### config.mk
export PLATFORM = sky130hd
export DESIGN_NAME = agu_queue
export DESIGN_NICKNAME = d
export VERILOG_FILES = /design/src/rtl/agu_queue.sv
export SDC_FILE = /design/constraint.sdc
export NUM_CORES = 1
export LEC_CHECK = 0
export BUFFER_PORTS_ARGS = -buffer_cell sky130_fd_sc_hd__buf_2
export CAP_MARGIN = 40
export CORE_UTILIZATION = 55
export CTS_BUF_LIST = sky130_fd_sc_hd__clkbuf_16
export DETAILED_ROUTE_END_ITERATION = 6
export PLACE_DENSITY_LB_ADDON = 0.12
export SYNTH_ARGS = -nofsm -noshare
export SYNTH_HDL_FRONTEND = slang
export SYNTH_SLANG_ARGS = --single-unit
### constraint.sdc
create_clock -name cpu_clock_i -period 11.3 [get_ports cpu_clock_i]
set_input_delay 0.565 -clock cpu_clock_i [delete_from_list [all_inputs] [get_ports cpu_clock_i]]
set_output_delay 0.565 -clock cpu_clock_i [all_outputs]
set_load 0.01 [all_outputs]
### src/rtl/agu_queue.sv
// agu_queue: address-generation unit with an elastic output queue, between issue and the LSU.
//   - Effective address ea = rs1 + imm (mod 2^32), store byte mask and lane-aligned store data.
//   - Drives the DTLB/PMP probe (d_addr, d_write) combinationally and takes the same-cycle d_kill.
//   - Good ops (and every CMO) go into a QDEPTH-entry FIFO whose head drives the lsu_* outputs.
//   - Misaligned or killed non-CMO ops raise a one-cycle registered exception pulse instead.
// Ports:
//   cpu_clock_i, cpu_reset_ni (synchronous, active-low), flush_i
//   agu_vld_i / agu_busy_o and agu_* operands   : issue side
//   lsu_vld_o / lsu_busy_i and lsu_* head fields : LSU side
//   excp_valid, excp_pc, excp_code_o, excp_rob   : exception report
//   d_addr, d_write, d_kill                      : translation / protection probe
// Optional build macro AGU_PERF_COUNTERS_EN adds perf_misalign_o, perf_fault_o, perf_stall_o.
module agu_queue #(
  parameter int ROB_W      = 6,
  parameter int DEST_W     = 6,
  parameter int QDEPTH     = 2,
  parameter int PAGE_SHIFT = 7
) (
  input  logic                  cpu_clock_i,
  input  logic                  cpu_reset_ni,
  input  logic                  flush_i,
  output logic                  agu_busy_o,
  input  logic                  agu_vld_i,
  input  logic [ROB_W-1:0]      agu_rob_i,
  input  logic                  agu_cmo_i,
  input  logic [3:0]            agu_op_i,
  input  logic [31:0]           agu_rs1_i,
  input  logic [31:0]           agu_rs2_i,
  input  logic [31:0]           agu_imm_i,
  input  logic [DEST_W-1:0]     agu_dest_i,
  input  logic                  lsu_busy_i,
  output logic                  lsu_vld_o,
  output logic [ROB_W-1:0]      lsu_rob_o,
  output logic                  lsu_cmo_o,
  output logic [3:0]            lsu_op_o,
  output logic [31:0]           lsu_addr_o,
  output logic [31:0]           lsu_data_o,
  output logic [DEST_W-1:0]     lsu_dest_o,
  output logic [31:0]           lsu_sq_data_o,
  output logic [3:0]            lsu_sq_bm_o,
  output logic                  excp_valid,
  output logic [31:0]           excp_pc,
  output logic [3:0]            excp_code_o,
  output logic [ROB_W-1:0]      excp_rob,
  output logic [31-PAGE_SHIFT:0] d_addr,
  output logic                  d_write,
  input  logic                  d_kill
`ifdef AGU_PERF_COUNTERS_EN
  ,
  output logic [31:0]           perf_misalign_o,
  output logic [31:0]           perf_fault_o,
  output logic [31:0]           perf_stall_o
`endif
);

  localparam int PTR_W = $clog2(QDEPTH);
  localparam int CNT_W = PTR_W + 1;

  typedef struct packed {
    logic [ROB_W-1:0]  rob;
    logic              cmo;
    logic [3:0]        op;
    logic [31:0]       addr;
    logic [31:0]       data;
    logic [DEST_W-1:0] dest;
    logic [31:0]       sq_data;
    logic [3:0]        bm;
  } entry_t;

  entry_t            mem_q [QDEPTH];
  entry_t            mem_d [QDEPTH];
  logic [PTR_W-1:0]  wr_ptr_q, wr_ptr_d, rd_ptr_q, rd_ptr_d;
  logic [CNT_W-1:0]  count_q, count_d;
  logic              excp_valid_q, excp_valid_d;
  logic [31:0]       excp_pc_q, excp_pc_d;
  logic [3:0]        excp_code_q, excp_code_d;
  logic [ROB_W-1:0]  excp_rob_q, excp_rob_d;

  logic [31:0]       ea;
  logic [3:0]        bm;
  logic [31:0]       sq_data;
  logic              misaligned;
  logic              accept, push, pop, raise;
  entry_t            new_entry;

  assign ea      = agu_rs1_i + agu_imm_i;
  assign d_addr  = ea[31:PAGE_SHIFT];
  assign d_write = agu_op_i[3];

  // Byte mask, lane-aligned store data and misalignment from {ea[1:0], size}.
  always_comb begin
    bm         = 4'b0110;
    sq_data    = 32'h0000_0000;
    misaligned = 1'b1;
    case ({ea[1:0], agu_op_i[1:0]})
      4'b00_00: begin bm = 4'b0001; sq_data = {24'h00_0000, agu_rs2_i[7:0]};          misaligned = 1'b0; end
      4'b01_00: begin bm = 4'b0010; sq_data = {16'h0000, agu_rs2_i[7:0], 8'h00};      misaligned = 1'b0; end
      4'b10_00: begin bm = 4'b0100; sq_data = {8'h00, agu_rs2_i[7:0], 16'h0000};      misaligned = 1'b0; end
      4'b11_00: begin bm = 4'b1000; sq_data = {agu_rs2_i[7:0], 24'h00_0000};          misaligned = 1'b0; end
      4'b00_01: begin bm = 4'b0011; sq_data = agu_rs2_i;                              misaligned = 1'b0; end
      4'b10_01: begin bm = 4'b1100; sq_data = {agu_rs2_i[15:0], 16'h0000};            misaligned = 1'b0; end
      4'b00_10: begin bm = 4'b1111; sq_data = agu_rs2_i;                              misaligned = 1'b0; end
      default:  begin bm = 4'b0110; sq_data = 32'h0000_0000;                          misaligned = 1'b1; end
    endcase
  end

  assign agu_busy_o = (count_q == CNT_W'(QDEPTH));
  assign lsu_vld_o  = (count_q != {CNT_W{1'b0}});
  // Issue is ignored during a flush cycle; CMOs bypass both misalignment and d_kill.
  assign accept     = agu_vld_i & ~agu_busy_o & ~flush_i;
  assign push       = accept & (agu_cmo_i | ~(misaligned | d_kill));
  assign raise      = accept & ~agu_cmo_i & (misaligned | d_kill);
  assign pop        = lsu_vld_o & ~lsu_busy_i;

  assign new_entry = '{rob: agu_rob_i, cmo: agu_cmo_i, op: agu_op_i, addr: ea, data: agu_rs2_i,
                       dest: agu_dest_i, sq_data: sq_data, bm: bm};

  // Queue pointers, occupancy, payload writes and exception capture.
  always_comb begin
    mem_d        = mem_q;
    wr_ptr_d     = wr_ptr_q;
    rd_ptr_d     = rd_ptr_q;
    count_d      = count_q;
    excp_valid_d = raise;
    excp_pc_d    = excp_pc_q;
    excp_code_d  = excp_code_q;
    excp_rob_d   = excp_rob_q;
    if (flush_i) begin
      wr_ptr_d = {PTR_W{1'b0}};
      rd_ptr_d = {PTR_W{1'b0}};
      count_d  = {CNT_W{1'b0}};
    end else begin
      if (push) begin
        mem_d[wr_ptr_q] = new_entry;
        wr_ptr_d        = wr_ptr_q + PTR_W'(1);
      end else begin
        wr_ptr_d = wr_ptr_q;
      end
      if (pop) begin
        rd_ptr_d = rd_ptr_q + PTR_W'(1);
      end else begin
        rd_ptr_d = rd_ptr_q;
      end
      case ({push, pop})
        2'b10:   count_d = count_q + CNT_W'(1);
        2'b01:   count_d = count_q - CNT_W'(1);
        default: count_d = count_q;
      endcase
    end
    if (raise) begin
      excp_pc_d   = ea;
      excp_rob_d  = agu_rob_i;
      excp_code_d = d_kill ? (agu_op_i[3] ? 4'd7 : 4'd5) : (agu_op_i[3] ? 4'd6 : 4'd4);
    end else begin
      excp_pc_d   = excp_pc_q;
      excp_rob_d  = excp_rob_q;
      excp_code_d = excp_code_q;
    end
  end

  // Control and exception registers with synchronous active-low reset.
  always_ff @(posedge cpu_clock_i) begin
    if (!cpu_reset_ni) begin
      wr_ptr_q     <= {PTR_W{1'b0}};
      rd_ptr_q     <= {PTR_W{1'b0}};
      count_q      <= {CNT_W{1'b0}};
      excp_valid_q <= 1'b0;
      excp_pc_q    <= 32'h0000_0000;
      excp_code_q  <= 4'd0;
      excp_rob_q   <= {ROB_W{1'b0}};
    end else begin
      wr_ptr_q     <= wr_ptr_d;
      rd_ptr_q     <= rd_ptr_d;
      count_q      <= count_d;
      excp_valid_q <= excp_valid_d;
      excp_pc_q    <= excp_pc_d;
      excp_code_q  <= excp_code_d;
      excp_rob_q   <= excp_rob_d;
    end
  end

  // Queue payload storage; contents are qualified by count, so no reset is needed.
  always_ff @(posedge cpu_clock_i) begin
    mem_q <= mem_d;
  end

  assign lsu_rob_o     = mem_q[rd_ptr_q].rob;
  assign lsu_cmo_o     = mem_q[rd_ptr_q].cmo;
  assign lsu_op_o      = mem_q[rd_ptr_q].op;
  assign lsu_addr_o    = mem_q[rd_ptr_q].addr;
  assign lsu_data_o    = mem_q[rd_ptr_q].data;
  assign lsu_dest_o    = mem_q[rd_ptr_q].dest;
  assign lsu_sq_data_o = mem_q[rd_ptr_q].sq_data;
  assign lsu_sq_bm_o   = mem_q[rd_ptr_q].bm;
  assign excp_valid    = excp_valid_q;
  assign excp_pc       = excp_pc_q;
  assign excp_code_o   = excp_code_q;
  assign excp_rob      = excp_rob_q;

`ifdef AGU_PERF_COUNTERS_EN
  logic [31:0] perf_misalign_q, perf_misalign_d;
  logic [31:0] perf_fault_q, perf_fault_d;
  logic [31:0] perf_stall_q, perf_stall_d;

  // Event counters; they survive flush and wrap naturally at 2^32.
  always_comb begin
    perf_misalign_d = perf_misalign_q + 32'(raise & misaligned & ~d_kill);
    perf_fault_d    = perf_fault_q + 32'(raise & d_kill);
    perf_stall_d    = perf_stall_q + 32'(agu_vld_i & agu_busy_o);
  end

  // Counter registers, cleared only by reset.
  always_ff @(posedge cpu_clock_i) begin
    if (!cpu_reset_ni) begin
      perf_misalign_q <= 32'h0000_0000;
      perf_fault_q    <= 32'h0000_0000;
      perf_stall_q    <= 32'h0000_0000;
    end else begin
      perf_misalign_q <= perf_misalign_d;
      perf_fault_q    <= perf_fault_d;
      perf_stall_q    <= perf_stall_d;
    end
  end

  assign perf_misalign_o = perf_misalign_q;
  assign perf_fault_o    = perf_fault_q;
  assign perf_stall_o    = perf_stall_q;
`endif

endmodule
==> results of run 1 <==
## layer usage
layer,vias up,global-route usage [%]
met5,-,0
met4,0,6.524
met3,36,4.791
met2,339,42.08
met1,4180,32.62
li1,4116,-
## worst max path at each step
stage / from / to / slack [ps] / cells past startpoint
2_1_floorplan: agu_rs1_i[0] / mem_q[117] / 4030 / 8
3_3_place_gp: agu_rs1_i[0] / mem_q[81] / 6890 / 9
3_5_place_dp: agu_rs1_i[0] / mem_q[7] / 6940 / 10
4_1_cts: agu_rs1_i[0] / mem_q[45] / 7460 / 10
5_1_grt: agu_rs1_i[0] / mem_q[7] / 7250 / 10
6_report: agu_rs1_i[0] / mem_q[45] / 7510 / 10
## power groups by stage
| stage | clock, mW | sequential (mW) | combinational [mW] |
|---|---|---|---|
| after floorplan | 0 | 1.20 | 0.227 |
| after global placement | 0 | 1.20 | 0.334 |
| after detailed placement | 0 | 1.20 | 0.340 |
| after CTS | 0.853 | 1.18 | 0.342 |
| after global routing | 0.893 | 1.18 | 0.371 |
| final | 0.840 | 1.18 | 0.343 |
## worst max-delay path: stages
cell	delay, ps
buf_2	80
ha_1	220
inv_1	70
fa_1	780
inv_1	310
o21ai_0	310
a211o_1	180
and3_4	530
buf_4	570
buf_12	320
## synthesized netlist by cell type, types with 15 or more instances
| cell | n | area (sq um) |
|---|---|---|
| buf_4 | 27 | 202.7 |
| a21boi_0 | 22 | 165.2 |
| o21ai_0 | 27 | 135.1 |
| a22oi_1 | 16 | 120.1 |
| clkbuf_1 | 30 | 112.6 |
| ha_1 | 32 | 400.4 |
| nor2_1 | 58 | 217.7 |
| edfxtp_1 | 234 | 7027 |
| mux2_2 | 118 | 1329 |
| a21oi_1 | 40 | 200.2 |
| nand2_1 | 85 | 319.1 |
| xnor2_1 | 20 | 175.2 |
| dfxtp_1 | 46 | 920.9 |
| inv_1 | 15 | 56.30 |
## layout make-up
cell class | instances | area [sq um] | area share [%]
inverter | 16 | 60.06 | 0.3953
antenna | 3 | 7.507 | 0.04942
clock buffer | 29 | 725.7 | 4.777
clock inverter | 24 | 115.1 | 0.7577
multi-input combinational | 588 | 4342 | 28.58
tap | 285 | 356.6 | 2.347
timing repair buffer | 315 | 1634 | 10.76
sequential | 280 | 7951 | 52.34
## logic make-up after synthesis
group / after synthesis / synth area share [%]
buffers and inverters: 91 / 3.615
DFF: 280 / 62.40
xor gates and xnor gates: 31 / 2.132
AOI/OAI and AO/OA: 181 / 9.715
adders and majority gates: 33 / 3.301
and+or+nand+nor: 221 / 8.144
other: 1 / 0.02944
muxes: 121 / 10.67
## sequential cells by signal, indices dropped and copies added (netlist names)
signal / count
excp_valid: 1
excp_pc: 32
excp_code_o: 3
mem_q: 234
count_q: 2
excp_rob: 6
rd_ptr_q: 1
wr_ptr_q: 1
## metrics by stage
stage                     hold slack, ps  util [%]  worst slack [ps]  power (mW)  instances
after global placement             436.5     62.95              6888       1.533       1482
final                              227.8     66.90              7507       2.360       1540
after CTS                          210.2     66.87              7456       2.373       1537
after detailed placement           451.0     63.16              6940       1.539       1484
after global routing               214.2     66.90              7254       2.444       1540
after floorplan                    461.8         -              4034       1.430        959
==> impl_metrics.ini, run 1 <==
[routing]
first_pass_iters = 5
avgViaCountPerCell = 5.631
num_vias = 8671
wl_met3_mm = 2.193
routed_wl_mm = 30.03
wl_per_cell_microns = 19.50
top_layer = met4
wl_met1_mm = 12.45
drt_iter0_drc = 544
drc = 0
ant_nets = 0
wl_met2_mm = 14.91

[power]
p_int_mw = 1.762
p_switching_uw = 598.4
p_per_area_nw_per_um2 = 155.3
p_comb_share_pct = 14.5
power.share.sequential_pct = 49.9
p_clk_share_pct = 35.6
leakage_nw = 5.862
peakVddDrop_mv = 0.1018
swShare_pct = 25.36

[logic_synthesis]
syn_inst = 959
dominantRegCellSynth = edfxtp_1
yosysUniqueCellTypes = 65
synth_edf_count = 234
async_flop_share_pct = 0
synthesis.nets = 1111
ys_ff_latch = 280
syn_area_sq_um = 12740
yosysWarnings = 0
syn_avg_cell_area_sq_um = 13.28
seq_area_frac_synth_pct = 62.40

[global_routing]
grt_max_degree = 63
antenna_found_initial = 3
grt_pass1_vias = 8208
grt_first_pass_wirelength_mm = 45.21
overflow = 0
grtUsageTotal_pct = 24.74

[min_path]
min_to = mem_q[36]
hold_depth = 1
worstHoldStart = agu_dest_i[0]
hold_class = primary input to flip-flop

[floorplanning]
core_area_sq_um = 22710
initial_core_util_pct = 56.09
dieWidth_microns = 154.2
rows = 55
die_y_microns = 154.2
ioPinCount = 307
fp.dieArea_sq_um = 23770

[layout]
nNetsFinal = 1382
design_area_sq_um = 15190
drive_above_1_share_pct = 38.82
final_cell_mix = buf_2 (305), edfxtp_1 (234), mux2_2 (118)
area_growth_pct = 19.27
nFillCells = 1733
final_common_cell = buf_2

[setup_path]
critPathMaxFanout = 42
endpoint_kind = flip-flop
start_kind = primary input
cp.arrival_ps = 4000
rrSetupSlack_ps = 8490
timing.rr.start = count_q[1]
worstSetupPathType = primary input to flip-flop
reg2reg_to = mem_q[45]
worst_ep_required_time_ps = 11510
rr_worst_depth = 5

[clock_network]
htreeDepth = 1
cts_resized = 0
clk_pin_slew_ps = 60
root_buffer = clkbuf_16
hold_buffers = 0
cts_sinks = 280
cts_tree = built
cts.path.max_buffers = 3
cts-buffers-inserted = 29
clk_latency_ps = 530
post_cts_buffers = 0

[placement]
port_buffers = 305
placed_cell_area_sq_um = 14340
gp_congestion = 0.8743
dp_hpwl_mm = 21.12

[timing]
drv_slew = 0
hold_viol = 0
setup_tns_ps = 0
fmax_mhz = 263.6
fin_crit_sh_pct = 33.57
rsz0062_at_grt = false
finClkSkew_ps = 10.21
worstMarginPinSlew_ps = 855.3
setup_violations = 0
min_period_ps = 3793
slew_headroom_pct = 42.98

[outcome]
outcome = finished, final reports clean

[flow_run]
cap_violations = 0
No activity file was read; power rests on OpenSTA's default activity.
==> run 2, diff against run 1 <==
--- a/config.mk
+++ b/config.mk
@@ -5,9 +5,10 @@
 export SDC_FILE = /design/constraint.sdc
 export NUM_CORES = 1
 export LEC_CHECK = 0
+export ABC_AREA = 1
 export BUFFER_PORTS_ARGS = -buffer_cell sky130_fd_sc_hd__buf_2
 export CAP_MARGIN = 40
-export CORE_UTILIZATION = 55
+export CORE_UTILIZATION = 49
 export CTS_BUF_LIST = sky130_fd_sc_hd__clkbuf_16
 export DETAILED_ROUTE_END_ITERATION = 6
 export PLACE_DENSITY_LB_ADDON = 0.12
==> constraint.sdc (replaced) <==
create_clock -name cpu_clock_i -period 3.3 [get_ports cpu_clock_i]
set_input_delay 0.165 -clock cpu_clock_i [delete_from_list [all_inputs] [get_ports cpu_clock_i]]
set_output_delay 0.165 -clock cpu_clock_i [all_outputs]
set_load 0.01 [all_outputs]
==> impl_metrics.ini, run 2 <==
[logic_synthesis]
synth.most_common_cell = nand2_1
syn_inst = 1497
async_flop_share_pct = 0
ys_ff_latch = 280
syn_area_sq_um = 13350
synth_top_area_cell = edfxtp_1
syn_avg_cell_area_sq_um = 8.915
seq_area_frac_synth_pct = 59.55
synth_edf_count = 234
yosysUniqueCellTypes = 41
synth.top_cell.area_share_pct = 52.65
synth_common_cells = nand2_1 (642), edfxtp_1 (234), inv_1 (166), nor2_1 (123), nand3_1 (50)
yosysWarnings = 0
synth.area.top_cells = edfxtp_1 (53%), nand2_1 (18%), dfxtp_1 (6.9%), inv_1 (4.7%), nor2_1 (3.5%)
dominantRegCellSynth = edfxtp_1
synthesis.nets = 1649

[floorplanning]
fp.dieArea_sq_um = 27900
ioPinCount = 307
rows = 60
die_y_microns = 167.0
dieWidth_microns = 167.0
initial_core_util_pct = 49.79
core_area_sq_um = 26800

[power]
p_per_area_nw_per_um2 = 501.2
leakage_nw = 8.099
peakVddDrop_mv = 0.3218

[setup_path]
reg2reg_to = excp_pc[14]
worstSetupPathType = primary input to output pin
worst_ep_required_time_ps = 3130
crit_end = d_addr[7]
rrSetupSlack_ps = 1390
start_kind = primary input
startpoint = agu_imm_i[0]
cp.arrival_ps = 2760
endpoint_kind = output pin
critPathMaxFanout = 4
timing.rr.start = count_q[0]
rr_worst_depth = 9

[clock_network]
cts-buffers-inserted = 29
hold_buffers = 53
clk_pin_slew_ps = 60
cts_sinks = 280
cts_resized = 0
htreeDepth = 1
post_cts_buffers = 0
cts.path.max_buffers = 3
clk_latency_ps = 530
root_buffer = clkbuf_16
cts_tree = built

[placement]
dp_hpwl_mm = 23.98
port_buffers = 305
dp_cells = 2090
gp_congestion = 0.8807
placed_cell_area_sq_um = 15160

[timing]
rsz0062_at_grt = false
slew_headroom_pct = 61.39
fin_crit_sh_pct = 88.49
worstMarginPinSlew_ps = 579.1
hold_viol = 0
drv_slew = 0
finClkSkew_ps = 5.991
min_period_ps = 2920
fmax_mhz = 342.4
setup_violations = 0

[layout]
regMostFlops = mem_q
design_area_sq_um = 16590
area_growth_pct = 24.33
largest_register_ffs = 234
drive_above_1_share_pct = 20.50
nNetsFinal = 1985
final_cell_count_no_fill = 2195
n_antenna_cell = 0
final_common_cell = nand2_1
final_cell_mix = nand2_1 (642), buf_2 (305), edfxtp_1 (234)

[flow_run]
cap_violations = 0

[global_routing]
grt_max_degree = 120
grt_first_pass_wirelength_mm = 53.32
antenna_found_initial = 0
grt_pass1_vias = 10118
grtUsageTotal_pct = 24.46
overflow = 0

[routing]
drc = 0
drt_iter0_drc = 683
first_pass_iters = 7
num_vias = 10708
wl_per_cell_microns = 15.61
ant_nets = 0
routed_wl_mm = 34.26
avgViaCountPerCell = 4.878

[min_path]
hold_class = primary input to flip-flop

[outcome]
outcome = finished, final reports clean
[run 2: per-stage QoR]
stage / setup WS (ps) / setup TNS (ps) / total power, mW / hold slack, ps / utilization, %
global placement: 569.3 / 0 / 5.239 / 354.1 / 56.48
floorplan: -428.1 / -95750 / 4.855 / 263.9 / -
global route: 274.2 / 0 / 8.658 / 42.55 / 61.91
finish: 379.9 / 0 / 8.316 / 25.00 / 61.91
detailed placement: 499.6 / 0 / 5.262 / 357.3 / 56.58
CTS: 435.8 / 0 / 8.378 / 14.45 / 61.91
[run 2: worst min-delay path by stage]
stage | from | endpoint | slack, ps | cells after the start
finish | flush_i | count_q[0] | 20 | 4
detailed placement | agu_dest_i[5] | mem_q[41] | 360 | 1
floorplan | agu_op_i[0] | mem_q[106] | 260 | 0
global placement | agu_dest_i[0] | mem_q[153] | 350 | 1
global route | flush_i | rd_ptr_q | 40 | 4
CTS | flush_i | count_q[0] | 10 | 4
[run 2: per-layer routing]
| metal | routed length (microns) | global-route usage (%) |
|---|---|---|
| met2 | 16240 | 41.10 |
| met4 | 1176 | 9.541 |
| met1 | 14840 | 32.09 |
| met5 | 0 | 0 |
| met3 | 2004 | 3.398 |
[run 2: layout make-up]
cell class	count	area [sq um]
Clock buffer	29	725.7
Clock inverter	23	172.7
Inverter	170	645.6
Tap cell	341	426.7
Fill cell	2320	10210
Sequential cell	280	7951
Timing Repair Buffer	371	2262
Multi-Input combinational cell	981	4408
[run 2: kinds of logic after synthesis]
| family | Yosys count | share of synthesized area [%] |
|---|---|---|
| DFF | 280 | 59.55 |
| and+or+nand+nor | 845 | 24.98 |
| other | 1 | 0.02810 |
| AOI/OAI and AO/OA | 87 | 3.610 |
| xor gates and xnor gates | 15 | 0.9844 |
| buffers and inverters | 236 | 7.697 |
| adders and majority gates | 33 | 3.150 |
[run 2: where the power goes]
part           leakage [nW]  internal (mW)  total [mW]  switching [mW]
logic                  5.05          0.437        1.22           0.785
clock network         0.478           1.81        3.08            1.27
registers              2.57           3.98        4.02          0.0368
total                  8.10           6.23        8.32            2.09
[run 2: worst max-delay path, cell delays in order]
cell and delay (ps):
dlygate4sd3_1 530, buf_2 120, ha_4 150, inv_2 40, fa_2 390, inv_1 100
nand3_1 70, nand2_1 150, nand2_1 70, nand2_1 110, nand2_1 70, nand2_1 190
xor2_1 390, buf_2 220
